File: config.mk
export PLATFORM = sky130hd
export DESIGN_NAME = prog_loader
export DESIGN_NICKNAME = d
export VERILOG_FILES = /design/src/rtl/prog_loader.sv
export SDC_FILE = /design/constraint.sdc
export NUM_CORES = 1
export LEC_CHECK = 0
export CAP_MARGIN = 40
export CELL_PAD_IN_SITES_DETAIL_PLACEMENT = 1
export CELL_PAD_IN_SITES_GLOBAL_PLACEMENT = 1
export CORE_AREA = 2 2 93 95
export DETAILED_ROUTE_END_ITERATION = 8
export DIE_AREA = 0 0 95 97
export PLACE_DENSITY = 0.92
export SLEW_MARGIN = 20
export SYNTH_ARGS = -nofsm -noshare
export SYNTH_HDL_FRONTEND = slang
export SYNTH_SLANG_ARGS = --single-unit
File: constraint.sdc
create_clock -name clk -period 6.47 [get_ports clk]
set_clock_uncertainty 0.05 [all_clocks]
set_input_delay 0.647 -clock clk [delete_from_list [all_inputs] [get_ports clk]]
set_output_delay 0.647 -clock clk [all_outputs]
set_load 0.02 [all_outputs]
File: src/rtl/prog_loader.sv
// Boot-time program loader: assembles a byte stream into 16-bit words for instruction memory.
// Holds the core in reset until a frame has been loaded and its XOR checksum verified.
//
// Ports:
//   clk, rst    - clock and synchronous active-high reset
//   start       - 1-cycle pulse that begins a new load (accepted in IDLE/DONE/ERR only)
//   byte_valid  - byte_data holds a stream byte
//   byte_data   - stream byte
//   byte_ready  - loader accepts a byte this cycle
//   imem_we     - 1-cycle write strobe to instruction memory
//   imem_addr   - write address
//   imem_wdata  - write data {high byte, low byte}
//   cpu_rst     - reset to the core, released only when a load has been verified
//   load_done   - load complete and checksum good (level)
//   load_err    - checksum mismatch or stream timeout (level)
//
// Frame: COUNT byte N (0 means 2**ADDR_W words), N (hi, lo) byte pairs, then a CHK byte.
module prog_loader #(
  parameter int ADDR_W  = 8,
  parameter int TIMEOUT = 1023
) (
  input  logic              clk,
  input  logic              rst,
  input  logic              start,
  input  logic              byte_valid,
  input  logic [7:0]        byte_data,
  output logic              byte_ready,
  output logic              imem_we,
  output logic [ADDR_W-1:0] imem_addr,
  output logic [15:0]       imem_wdata,
  output logic              cpu_rst,
  output logic              load_done,
  output logic              load_err
);

  localparam int TW = $clog2(TIMEOUT + 1);
  // One extra index bit so a full-depth load (N=0) ends at 2**ADDR_W.
  localparam int IW = ADDR_W + 1;

  typedef enum logic [2:0] {
    IDLE,
    CNT,
    HI,
    LO,
    CHK,
    DONE,
    ERR
  } state_t;

  state_t        state;
  logic [7:0]    checksum;
  logic [7:0]    hi_byte;
  logic [TW-1:0] timer;
  logic [IW-1:0] idx;
  logic [IW-1:0] n_words;

  logic          accept;
  logic          timed_out;
  logic [IW-1:0] idx_next;
  logic [IW-1:0] count_words;

  assign accept      = byte_valid && byte_ready;
  assign timed_out   = (timer == TW'(TIMEOUT));
  assign idx_next    = idx + IW'(1);
  assign count_words = (byte_data == 8'd0) ? (IW'(1) << ADDR_W)
                                           : IW'(byte_data);

  // byte_ready is registered alongside the state, so it is high exactly
  // while the state is CNT, HI, LO or CHK; it doubles as the "loading" flag.
  always_ff @(posedge clk) begin
    imem_we <= 1'b0;
    if (rst) begin
      state      <= IDLE;
      byte_ready <= 1'b0;
      imem_addr  <= '0;
      imem_wdata <= '0;
      cpu_rst    <= 1'b1;
      load_done  <= 1'b0;
      load_err   <= 1'b0;
      checksum   <= '0;
      timer      <= '0;
      idx        <= '0;
      n_words    <= '0;
      hi_byte    <= '0;
    end else if (byte_ready && timed_out) begin
      // Stall limit wins over a byte offered in the same cycle.
      state      <= ERR;
      byte_ready <= 1'b0;
      load_err   <= 1'b1;
    end else begin
      if (byte_ready) begin
        timer <= accept ? '0 : timer + TW'(1);
      end
      unique case (state)
        IDLE, DONE, ERR: begin
          if (start) begin
            state      <= CNT;
            byte_ready <= 1'b1;
            cpu_rst    <= 1'b1;
            load_done  <= 1'b0;
            load_err   <= 1'b0;
            checksum   <= '0;
            timer      <= '0;
            idx        <= '0;
          end
        end
        CNT: begin
          if (accept) begin
            n_words  <= count_words;
            checksum <= checksum ^ byte_data;
            state    <= HI;
          end
        end
        HI: begin
          if (accept) begin
            hi_byte  <= byte_data;
            checksum <= checksum ^ byte_data;
            state    <= LO;
          end
        end
        LO: begin
          if (accept) begin
            checksum   <= checksum ^ byte_data;
            imem_we    <= 1'b1;
            imem_addr  <= idx[ADDR_W-1:0];
            imem_wdata <= {hi_byte, byte_data};
            idx        <= idx_next;
            state      <= (idx_next == n_words) ? CHK : HI;
          end
        end
        CHK: begin
          // The check byte itself is not folded into the checksum.
          if (accept) begin
            byte_ready <= 1'b0;
            if (byte_data == checksum) begin
              state     <= DONE;
              load_done <= 1'b1;
              cpu_rst   <= 1'b0;
            end else begin
              state    <= ERR;
              load_err <= 1'b1;
            end
          end
        end
        default: begin
          state      <= IDLE;
          byte_ready <= 1'b0;
        end
      endcase
    end
  end

endmodule

=== Yosys cells after proc, flatten, opt, wreduce, memory -nomap -nowiden ===
Cells that the tools add are included.

* Register bits: 76

* $add $sub $neg: 2
* Equality and inequality tests: 22
* Multiplexer cells: 35
* Bitwise operators: 4
* Reductions and logical operators: 22

{| class="wikitable"
|+ Operators by type and width
! kind !! number
|-
| $mux W10 || 4
|-
| $mux W9 || 3
|-
| $mux W3 || 7
|-
| $ne A3 B3 Y1 const B || 6
|-
| $pmux W9 S2 || 1
|-
| $mux W8 || 2
|-
| $pmux W8 S2 || 1
|-
| $pmux W3 S5 || 1
|-
| $reduce_and A5 Y1 || 3
|-
| $ne A2 B2 Y1 const B || 6
|-
| $reduce_and A3 Y1 || 4
|-
| $reduce_and A4 Y1 || 3
|-
| $mux W1 || 11
|-
| $add A10 B1 Y10 const B || 1
|-
| $eq A10 B10 Y1 const B || 1
|-
| $add A9 B1 Y9 const B || 1
|-
| $eq A3 B3 Y1 const B || 3
|-
| $eq A9 B9 Y1 || 1
|-
| $reduce_or A3 Y1 || 3
|-
| $eq A8 B8 Y1 || 1
|-
| $logic_not A8 Y1 || 1
|-
| $xor A8 B8 Y8 || 1
|-
| $eq A3 B2 Y1 const B || 2
|-
| $pmux W1 S2 || 3
|-
| other kinds (10) || 15
|}

=== Depth between registers and ports, before layout ===
* Depth in word-level cells: 6
* Mapped depth: 9
* Depth with buffers taken out: 7

=== Least setup slack after synthesis ===
OpenSTA, ideal clock, no wires.

* Path type: flip-flop to flip-flop
* Start: register idx[0]
* End: register state[2]
* Library setup time: 74 ps
* Arrival time: 2,047 ps
* Required time: 6,346 ps
* Slack: 4,299 ps
* Cell stages (with the launch flop): 8
* Cell sequence: dfxtp_1 > ha_1 > nand3_2 > nor2_2 > o21ai_1 > a2111o_1 > or4_1 > a31oi_1

* Longest elaborated chain between the ends: 6

{| class="wikitable"
|+ Ends and longest elaborated chain
! item !! line !! text
|-
| from (decl) || 54 || <nowiki>logic [IW-1:0] idx;</nowiki>
|-
| from (signal assigned) || 127 || <nowiki>idx <= idx_next;</nowiki>
|-
| $add A9 B1 Y9 || 64 || <nowiki>assign idx_next = idx + IW'(1);</nowiki>
|-
| $eq A9 B9 Y1 || 128 || <nowiki>state <= (idx_next == n_words) ? CHK : HI;</nowiki>
|-
| $mux W3 || 128 ||
|-
| $mux W3 || 122 || <nowiki>if (accept) begin</nowiki>
|-
| $pmux W3 S5 || 94 || <nowiki>unique case (state)</nowiki>
|-
| $mux W3 || 85 || <nowiki>end else if (byte_ready && timed_out) begin</nowiki>
|-
| to (signal assigned) || 128 ||
|-
| to (decl) || 50 || <nowiki>state_t state;</nowiki>
|}

No other way between the ends. The select of a mux whose other input is x is not followed.
A chain may end at the register's enable or synchronous reset.

=== Worst setup path in the final report ===
* Start: register state[1]
* End: register idx[5]

* Longest elaborated chain between the ends: 4
* Elaborated cells between the ends (all ways): 10
* Classes of those cells: eq/ne (5); mux (1); reduce/logical (4)

{| class="wikitable"
|+ Ends and longest elaborated chain
! item !! line
|-
| $eq A3 B3 Y1 / $logic_not A3 Y1 (equally long branches) || 94
|-
| $reduce_or A3 Y1 || 94
|-
| $ne A2 B2 Y1 (no line) / $reduce_bool A2 Y1 (equally long branches) || -
|-
| $reduce_and A4 Y1 (no line) || -
|}

Several ways; a longest one is shown, not always the timed one.

==> metrics.txt <==
status=completed; initial antenna violation count=0; Slew @ Worst Pin=0.743 ns; residual overflow from global routing=0; setup repair after global routing missed its margin=no; Peak VDD IR=around 0.14 mV; count of routing violations after the opening detailed-route iteration=~120; most used standard cells in the synthesized netlist=76 x dfxtp_1, 68 x nand2_1, 56 x a21oi_1; detailed-route wire length=10200 µm; post-synth top area share=between 40% and 50%; Highest Clock Rate=332 MHz; leakage power figure=between 1.5 and 2 nW; P per Cell Area=286 nW/µm²; number of top-level design ports=41; number of standard-cell rows in the floorplan=33; area overhead of the layout relative to synthesis=19.2%; port bufs=40; number of pins with negative max-slew slack in the final report=0; fraction of the cycle the final worst path needs=a little under half; via total after detailed routing=3348; final core utilization=53.1%; Post-Synth Simple-Gate Area=25.6%; flop2flop setup slack=3.46 ns; Pre-antenna DRT Iters=4; register area share after synthesis=42.0%; die extent in x=roughly 95 µm; hold violation count in the final report=0; number of violations of the max-capacitance limit=0; share of cells above drive strength 1=6.63%; Avg Vias per Cell=about 5.7; clock latency on the worst-skew pair=between 0.3 and 0.4 ns; kind of critical path=flop to flop; cts hold-fix bufs=0; cell-by-cell listing of the critical path=and2b_1 > nand2_1 > or3_1 > buf_16 > or4_1 > a21oi_1; Mapped Cells=456; first-pass GRT wire length=17100 µm; main combinational cell family by area after synthesis=simple AND/OR/NAND/NOR gates; warning count from the yosys run=0; fraction of synthesized cell area in xor and xnor cells=4.11%; maximum number of pins on one net before global-route repair=72; antenna diode count=0; setup TNS=0 ns; CP startpoint kind=flop; Post-layout nets=approximately 490; delay of the slowest cell on the worst path=0.65 ns; crit path capture type=flop; # setup viols final=0; most repeated cell in the gate-level netlist after synthesis=dfxtp_1; setup slack of the critical path after layout=around 3.5 ns; number of buffers between clock root and the deepest sink=2; fill cell count=between 900 and 1000; buffers inserted by post-CTS timing repair=0; worst path required time=6.69 ns; count of cell types in the netlist=57; average detailed-routed wire length per instance=approximately 17 µm; CTS Sinks=76; starting density of the core=44.6%; EDFF count, synth=0; TritonCTS clock tree=done; area of the mapped netlist=between 3000 and 4000 µm²; endpoint arrival time on the critical path=3.24 ns; Main synth FF type=dfxtp_1; syn_area_per_cell=roughly 7.9 µm²; placer's final routability congestion estimate=0.875; die height=97 µm; share of the synthesized area in compound gates (AO/OA/AOI/OAI)=18.4%; post-cts resize count=0; critical path fanouts, max=20; total global-route track usage=23.4%; worst min path class=flop to flop; via count of the first global-routing pass=~3500; worst setup slack before clock tree synthesis=3.47 ns; Post-DP HPWL=6620 µm; critical-path cell with the highest stage delay=or3_1; post-layout min period=3.01 ns; cell at the root of the clock tree=clkbuf_8; syn_nets=470; Std-Cell Core Area=8130 µm²; clock-pin slew on the worst setup and hold paths=0.09 ns; number of buffers created by CTS=9; level count of the clock H-tree=3; post-route antenna net violation count=0; DRC violations left=0; Yosys reg bits=76; share of synthesized registers carrying an async set or reset=0%; die area=9220 µm²; Synth Area in Adders=0.690%; Max-Slew Margin vs Limit=between 50% and 60%; main area contributors after synthesis=dfxtp_1 42%, a21oi_1 7.7%, nand2_1 7.0%, nor2_1 5.4%, mux2i_1 4.4%; largest area contributor in the netlist=dfxtp_1; share of cell area taken by muxes after synthesis=under 10%
-- cells by family after synthesis --
| logic type | Yosys count |
|---|---|
| flip-flops | 76 |
| AO/OA/AOI/OAI | 116 |
| AND/OR/NAND/NOR | 189 |
| adder cells (fa/ha/maj) | 2 |
| multiplexers | 17 |
| XOR/XNOR | 17 |
| buffers and inverters | 39 |
-- metrics by stage --
step	cell area [µm²]	cells	total power, mW	hold WS [ns]
final	4320	588	1.23	0.410
after global routing	4320	588	1.30	0.433
after CTS	4310	587	1.24	0.413
after detailed placement	4060	571	0.768	0.398
after global placement	4030	570	0.753	0.391
after floorplan	3620	456	0.702	0.382
-- worst max-delay path: cells and delay by family (launching register included) --
family                 cells  cell delay (ns)
flip-flops                 1             0.63
AO/OA/AOI/OAI              1             0.22
buffers and inverters      1             0.25
AND/OR/NAND/NOR            4             1.76
-- cells in the final DEF (no fill, tap or decap), drive strengths merged, types with 4 or more instances in the layout --
| cell | count |
|---|---|
| nor2b | 11 |
| nand3b | 8 |
| nor3 | 9 |
| o21ai | 30 |
| inv | 10 |
| clkbuf | 10 |
| buf | 4 |
| a31oi | 6 |
| nand3 | 6 |
| mux2i | 16 |
| nor2 | 54 |
| xnor2 | 7 |
| clkdlybuf4s50 | 39 |
| dfxtp | 76 |
| xor2 | 10 |
| nand2 | 68 |
| nand4 | 5 |
| a21oi | 56 |
| nor4 | 6 |
-- where the power goes --
| part | switching [mW] | total [mW] | internal [mW] |
|---|---|---|---|
| combinational | 0.144 | 0.236 | 0.0925 |
| clock | 0.201 | 0.465 | 0.264 |
| sequential | 0.0423 | 0.533 | 0.491 |
-- worst paths after layout --
path	start	to	cells after the start
hold / removal	hi_byte[3]	imem_wdata[11]	2
hold reg to reg	hi_byte[3]	imem_wdata[11]	2
setup reg to reg	state[1]	idx[5]	6
setup / recovery	state[1]	idx[5]	6
-- metal layers --
metal	up-vias	global-route usage [%]	share of wire (%)
met5	-	0	0
met4	0	8.92	2.9
li1	1631	-	-
met3	27	4.98	2.6
met1	1638	27.5	44
met2	52	40.8	51
-- area by class of cell --
cell class	count	area [µm²]	area share, %
Tap cell	105	131	3.04
Multi-Input combinational cell	341	1950	45.0
Sequential cell	76	1520	35.2
Inverter	6	22.5	0.521
Clock inverter	7	130	3.01
Clock buffer	9	124	2.87
Timing Repair Buffer	44	445	10.3
-- state kept, by name, indices dropped and copies added, names as in the netlist --
| register | flops |
|---|---|
| cpu_rst | 1 |
| imem_addr | 8 |
| hi_byte | 8 |
| idx | 9 |
| imem_we | 1 |
| timer | 10 |
| state | 3 |
| byte_ready | 1 |
| load_err | 1 |
| load_done | 1 |
| n_words | 9 |
| checksum | 8 |
| imem_wdata | 16 |
Note: power is estimated with default switching activity, not from simulation.
